## src/rtl/channel_layout_ctrl.sv

```systemverilog
// channel_layout_ctrl: splits the visible rows of a frame evenly among the enabled channels
// Ports: clk, rst_n (async, active-low); channel_enable requested per-channel enables;
//   frame_start / row_advance row-timing pulses; busy / layout_valid layout computation status;
//   channel_count / channel_height active layout; is_channel / channel_number registered
//   mapping of the current row.
module channel_layout_ctrl #(
  parameter int MAX_CHAN_COUNT = 10,
  parameter int OFFSET = 0,
  parameter int VER_RES = 480
) (
  input  logic clk,
  input  logic rst_n,
  input  logic [MAX_CHAN_COUNT-1:0] channel_enable,
  input  logic frame_start,
  input  logic row_advance,
  output logic busy,
  output logic layout_valid,
  output logic [$clog2(MAX_CHAN_COUNT):0] channel_count,
  output logic [$clog2(VER_RES)-1:0] channel_height,
  output logic is_channel,
  output logic [$clog2(MAX_CHAN_COUNT)-1:0] channel_number
);
  localparam int W = $clog2(VER_RES);
  localparam int CW = $clog2(MAX_CHAN_COUNT) + 1;
  localparam int NW = $clog2(MAX_CHAN_COUNT);
  localparam int DW = $clog2(W + 1);
  typedef enum logic [1:0] {IDLE, COUNT, DIV, READY} state_t;
  state_t state, state_n;
  logic [MAX_CHAN_COUNT-1:0] act_en;
  logic [CW-1:0] pop, rem, vis, vis_n;
  logic [CW:0] rem_sh;
  logic [DW-1:0] step;
  logic [W-1:0] row, row_n, sub, sub_n;
  logic in_area, in_area_n, frame_ok, frame_ok_n, recompute, wrap, qbit;
  logic [NW-1:0] ch_n;
  function automatic logic [NW-1:0] first_set(input logic [MAX_CHAN_COUNT-1:0] en, input int lo);
    first_set = '0;
    for (int i = MAX_CHAN_COUNT - 1; i >= 0; i--)
      if (en[i] && i >= lo) first_set = NW'(i);
  endfunction
  always_comb begin
    pop = '0;
    for (int i = 0; i < MAX_CHAN_COUNT; i++) pop = pop + CW'(act_en[i]);
  end
  assign recompute = frame_start && (channel_enable != act_en || !layout_valid);
  // channel_height doubles as the dividend/quotient shift register during DIV
  assign rem_sh = {rem, channel_height[W-1]};
  assign qbit = rem_sh >= {1'b0, channel_count};
  always_ff @(posedge clk or negedge rst_n)
    if (!rst_n) state <= IDLE;
    else state <= state_n;
  always_comb begin
    state_n = state;
    if (recompute) state_n = COUNT;
    else if (state == COUNT) state_n = pop == '0 ? READY : DIV;
    else if (state == DIV && step == DW'(W - 1)) state_n = READY;
  end
  always_comb begin
    busy = state == COUNT || state == DIV;
    layout_valid = state == READY;
  end
  always_ff @(posedge clk or negedge rst_n)
    if (!rst_n) begin
      act_en <= '0;
      channel_count <= '0;
      channel_height <= '0;
      rem <= '0;
      step <= '0;
    end else begin
      if (frame_start) act_en <= channel_enable;
      if (state == COUNT) begin
        channel_count <= pop;
        channel_height <= pop == '0 ? '0 : W'(VER_RES - OFFSET);
        rem <= '0;
        step <= '0;
      end else if (state == DIV) begin
        channel_height <= {channel_height[W-2:0], qbit};
        rem <= qbit ? CW'(rem_sh - {1'b0, channel_count}) : rem_sh[CW-1:0];
        step <= step + 1'b1;
      end
    end
  // wrap is gated by vis so the remainder rows at the bottom never alias back onto a channel
  always_comb begin
    wrap = in_area && sub == channel_height - 1'b1 && vis < channel_count;
    row_n = frame_start ? '0 : row_advance ? row + 1'b1 : row;
    in_area_n = frame_start ? OFFSET == 0 : in_area || (row_advance && row + 1'b1 == W'(OFFSET));
    sub_n = frame_start ? '0 : !(row_advance && in_area) ? sub : wrap ? '0 : sub + 1'b1;
    vis_n = frame_start ? '0 : row_advance && wrap ? vis + 1'b1 : vis;
    ch_n = frame_start ? first_set(channel_enable, 0) :
           row_advance && wrap ? first_set(act_en, int'(channel_number) + 1) : channel_number;
    frame_ok_n = frame_start ? layout_valid && !recompute : frame_ok;
  end
  always_ff @(posedge clk or negedge rst_n)
    if (!rst_n) begin
      row <= '0;
      sub <= '0;
      vis <= '0;
      in_area <= 1'b0;
      frame_ok <= 1'b0;
      is_channel <= 1'b0;
      channel_number <= '0;
    end else begin
      row <= row_n;
      sub <= sub_n;
      vis <= vis_n;
      in_area <= in_area_n;
      frame_ok <= frame_ok_n;
      is_channel <= frame_ok_n && channel_count != '0 && in_area_n && vis_n < channel_count;
      channel_number <= ch_n;
    end
endmodule

```

## config.mk

```make
export PLATFORM = sky130hd
export DESIGN_NAME = channel_layout_ctrl
export DESIGN_NICKNAME = d
export VERILOG_FILES = /design/src/rtl/channel_layout_ctrl.sv
export SDC_FILE = /design/constraint.sdc
export NUM_CORES = 1
export LEC_CHECK = 0
export ABC_AREA = 1
export ABC_CLOCK_PERIOD_IN_PS = 4400
export CORE_ASPECT_RATIO = 1.2
export CORE_MARGIN = 2
export CORE_UTILIZATION = 45
export CTS_BUF_LIST = sky130_fd_sc_hd__clkbuf_16
export CTS_CLUSTER_DIAMETER = 40
export CTS_CLUSTER_SIZE = 14
export DETAILED_ROUTE_END_ITERATION = 10
export MAX_ROUTING_LAYER = met4
export PLACE_DENSITY = 0.64
export SLEW_MARGIN = 20
export SYNTH_ARGS = -nofsm -noshare
export SYNTH_HDL_FRONTEND = slang
export SYNTH_SLANG_ARGS = --single-unit
```

## constraint.sdc

```tcl
create_clock -name clk -period 4.4 [get_ports clk]
set_input_delay 0.88 -clock clk [delete_from_list [all_inputs] [get_ports clk]]
set_output_delay 0.88 -clock clk [all_outputs]
set_load 0.03 [all_outputs]
```

==> impl_metrics.ini <==
[placed_design]
place_area_um2 = 4800
place.gp.congestion = 0.8739
hpwl_mm = 7.775
io_buffers = 33

[global_routing]
grt_pass1_vias = 3830
grt_antenna_before_repair = 0
grt_max_degree = 37
grt_pass1_wl_mm = 17.54
grt_usage_pct = 21.77
grt-ovfl-total = 0

[sta]
setup_tns_ns = 0
worst_hold_slack_ns = 0.5208
slew_violations = 0
relSlewSlack_pct = 44.08
hold_viol_final = 0
rsz0062_at_grt = false
fmax_mhz = 279.3
setup_viol = 0
fin_crit_ns = 3.580
worstMarginPinSlew_ns = 0.8388
period_share_pct = 81.36
worst_clock_skew_ns = 0.003999

[critical_path]
cp-start-kind = flop
crit_buf_inv = 3
cp_top_family = adder cells
cp_cell_sequence = fa_1 > inv_1 > fa_1 > fa_1 > inv_1 > ha_1 > inv_1 > fa_1 > xor2_1 > nor3b_1 > o21a_1 > or2_2 > o221ai_1
slowest_stage = fa_1
crit_path_end_kind = flop
cpPeakStageDelay_ns = 0.55
path_common_cell = fa_1
cp_max_fo = 4
path_class = reg -> reg
cp.required_ns = 4.64
crit_arrival_ns = 3.82

[die]
ioPinCount = 35
die_h_um = 111.4
fp.coreArea_um2 = 9418
row_count = 39
initial_utilization_pct = 45.91
dieArea_um2 = 10410
dieWidth_um = 93.49

[yosys]
synth_top_area_share_pct = 37.04
synth_top_family_by_area = simple AND/OR/NAND/NOR gates
synth.area.top_cells = dfrtp_1 (37%), nand2_1 (11%), inv_1 (7.9%)
synth_fa_ha_area_share_pct = 10.47
synth_top_area_cell = dfrtp_1
synth-edff-count = 0
synth_ff_type = dfrtp_1
ys_ff_latch = 64
synthesis.nets = 612
synthSimpleGateAreaFrac_pct = 26.94
postSynthCellCount = 566
synth.avg_cell_area_um2 = 7.640
ys_seq_area_share_pct = 37.04
synth_xor_area_share_pct = 4.051
async_flop_share_pct = 100.0
synth_compound_area_share_pct = 12.38
ys_types = 41
syn_area_um2 = 4324
yosysWarnings = 0
synthMuxAreaShare_pct = 0

[clocking]
clock_sinks = 64
hold_buffers = 0
path_clk_slew_ns = 0.05
cts_tree = built
cts_made_buffers = 9
clk_latency_ns = 0.33
cts_setup_buffers = 0
clockBufferDepth = 2
cts_resized = 0
h-tree-depth = 3
cts-root-buf = clkbuf_16

[pwr]
p_per_area_nw_per_um2 = 629.0
ir_worst_vdd_mv = 0.4109
clkPwrFrac_pct = 19.5
p_sw_share_pct = 45.33
cell_internal_pwr_uw = 1738
comb_power_share_pct = 52.9
p_sw_uw = 1441
power_frac_seq_pct = 27.6
p_leak_uw = 0.002466

[drt]
routed_wl_mm = 10.18
drt_iter0_markers = 177
drc = 0
vias_per_cell = 5.186
ant_nets = 0
first_pass_iters = 4
vias = 3812
avgRoutedWirePerCell_um = 13.86

[final_layout]
final_cell_mix = nand2_1 (125), inv_1 (92), dfrtp_1 (64)
fillerInstances = 922
final_layout_size_suffix_gt1_share_pct = 6.699
final_util_pct = 53.67
syn_to_final_growth_pct = 16.90
antenna_cells = 0
layout_commonest_cell = nand2_1
final_nets = 653
stdcell_area_um2 = 5055

[worst_hold_path]
holdCritPathClass = reg -> reg

[run]
drv_cap = 0

[outcome]
status = complete, no violations
==> state kept, by name, indices dropped and copies added (netlist names), 2 cells and up <==
register	cells
act_en	10
vis	5
sub	9
channel_height	9
rem	5
channel_count	4
row	9
state	2
step	4
channel_number	4
==> routing by layer <==
layer | vias to the layer above | global-route usage [%] | part of all wire, %
met5 | - | - | 0
met4 | 0 | 9.804 | 2.7
li1 | 1933 | - | -
met1 | 1789 | 28.01 | 46
met2 | 70 | 34.10 | 49
met3 | 20 | 3.112 | 2.5
==> path summary, 6_finish.rpt <==
kind / slack [ns] / start / endpoint / cells after the start
min in group asynchronous: 0.65 / rst_n / rem[3] / 1
worst max-delay path: 0.82 / act_en[0] / channel_height[7] / 13
max in group asynchronous: 2.85 / rst_n / channel_count[1] / 2
worst min-delay path: 0.52 / frame_ok / frame_ok / 2
worst min register to register: 0.52 / frame_ok / frame_ok / 2
worst max register to register: 0.82 / act_en[0] / channel_height[7] / 13
==> power by group through the flow <==
stage          sequential, µW  combinational, µW  clock, µW
2_1_floorplan             982               1100          0
3_3_place_gp              884               1660          0
3_5_place_dp              888               1680          0
4_1_cts                   881               1700        635
5_1_grt                   900               1920        659
6_report                  878               1680        621
==> worst register-to-register path: stages, from the launching register on <==
cell and delay [ns]:
dfrtp_1 0.41, fa_1 0.55, inv_1 0.06, fa_1 0.52, fa_1 0.42, inv_1 0.07, ha_1 0.16, inv_1 0.05
fa_1 0.37, xor2_1 0.21, nor3b_1 0.07, o21a_1 0.19, or2_2 0.32, o221ai_1 0.09
==> cells by family after synthesis <==
logic type,Yosys count
flops,64
compound gates,91
buf+inv,103
other cells,1
simple gates,255
xor+xnor,20
fa+ha+maj,32
==> layout make-up <==
class | instances | area, µm² | area share, %
Multi-Input combinational cell | 399 | 2332 | 46.14
Sequential cell | 64 | 1602 | 31.68
Inverter | 97 | 364.1 | 7.203
Timing Repair Buffer | 36 | 347.8 | 6.881
Clock buffer | 9 | 225.2 | 4.455
Tap cell | 123 | 153.9 | 3.045
Clock inverter | 7 | 30.03 | 0.5941
==> cell usage after synthesis, types with 3 or more instances <==
| library cell | instances |
|---|---|
| nor2_2 | 3 |
| nor3_1 | 11 |
| ha_1 | 25 |
| o21ai_0 | 43 |
| dfrtp_1 | 64 |
| nand2_2 | 3 |
| nand3_1 | 33 |
| clkbuf_1 | 5 |
| nand4_1 | 15 |
| a21oi_1 | 15 |
| o2111ai_1 | 3 |
| xor2_1 | 15 |
| nor2_1 | 48 |
| or2_2 | 5 |
| nand2_1 | 125 |
| o221ai_1 | 4 |
| inv_1 | 91 |
| o22ai_1 | 13 |
| fa_1 | 7 |
| clkinv_1 | 3 |
| nand3_2 | 4 |
| inv_2 | 3 |
| nor2_4 | 3 |
| xnor2_1 | 5 |
==> through the flow <==
step | cells | setup WS (ns) | power, µW
floorplan | 566 | 1.033 | 2087
global placement | 719 | 0.9019 | 2546
detailed placement | 719 | 0.8377 | 2573
CTS | 735 | 0.8050 | 3212
global route | 735 | 0.6646 | 3482
finish | 735 | 0.8202 | 3179
Power figures use the tool's default switching activity.
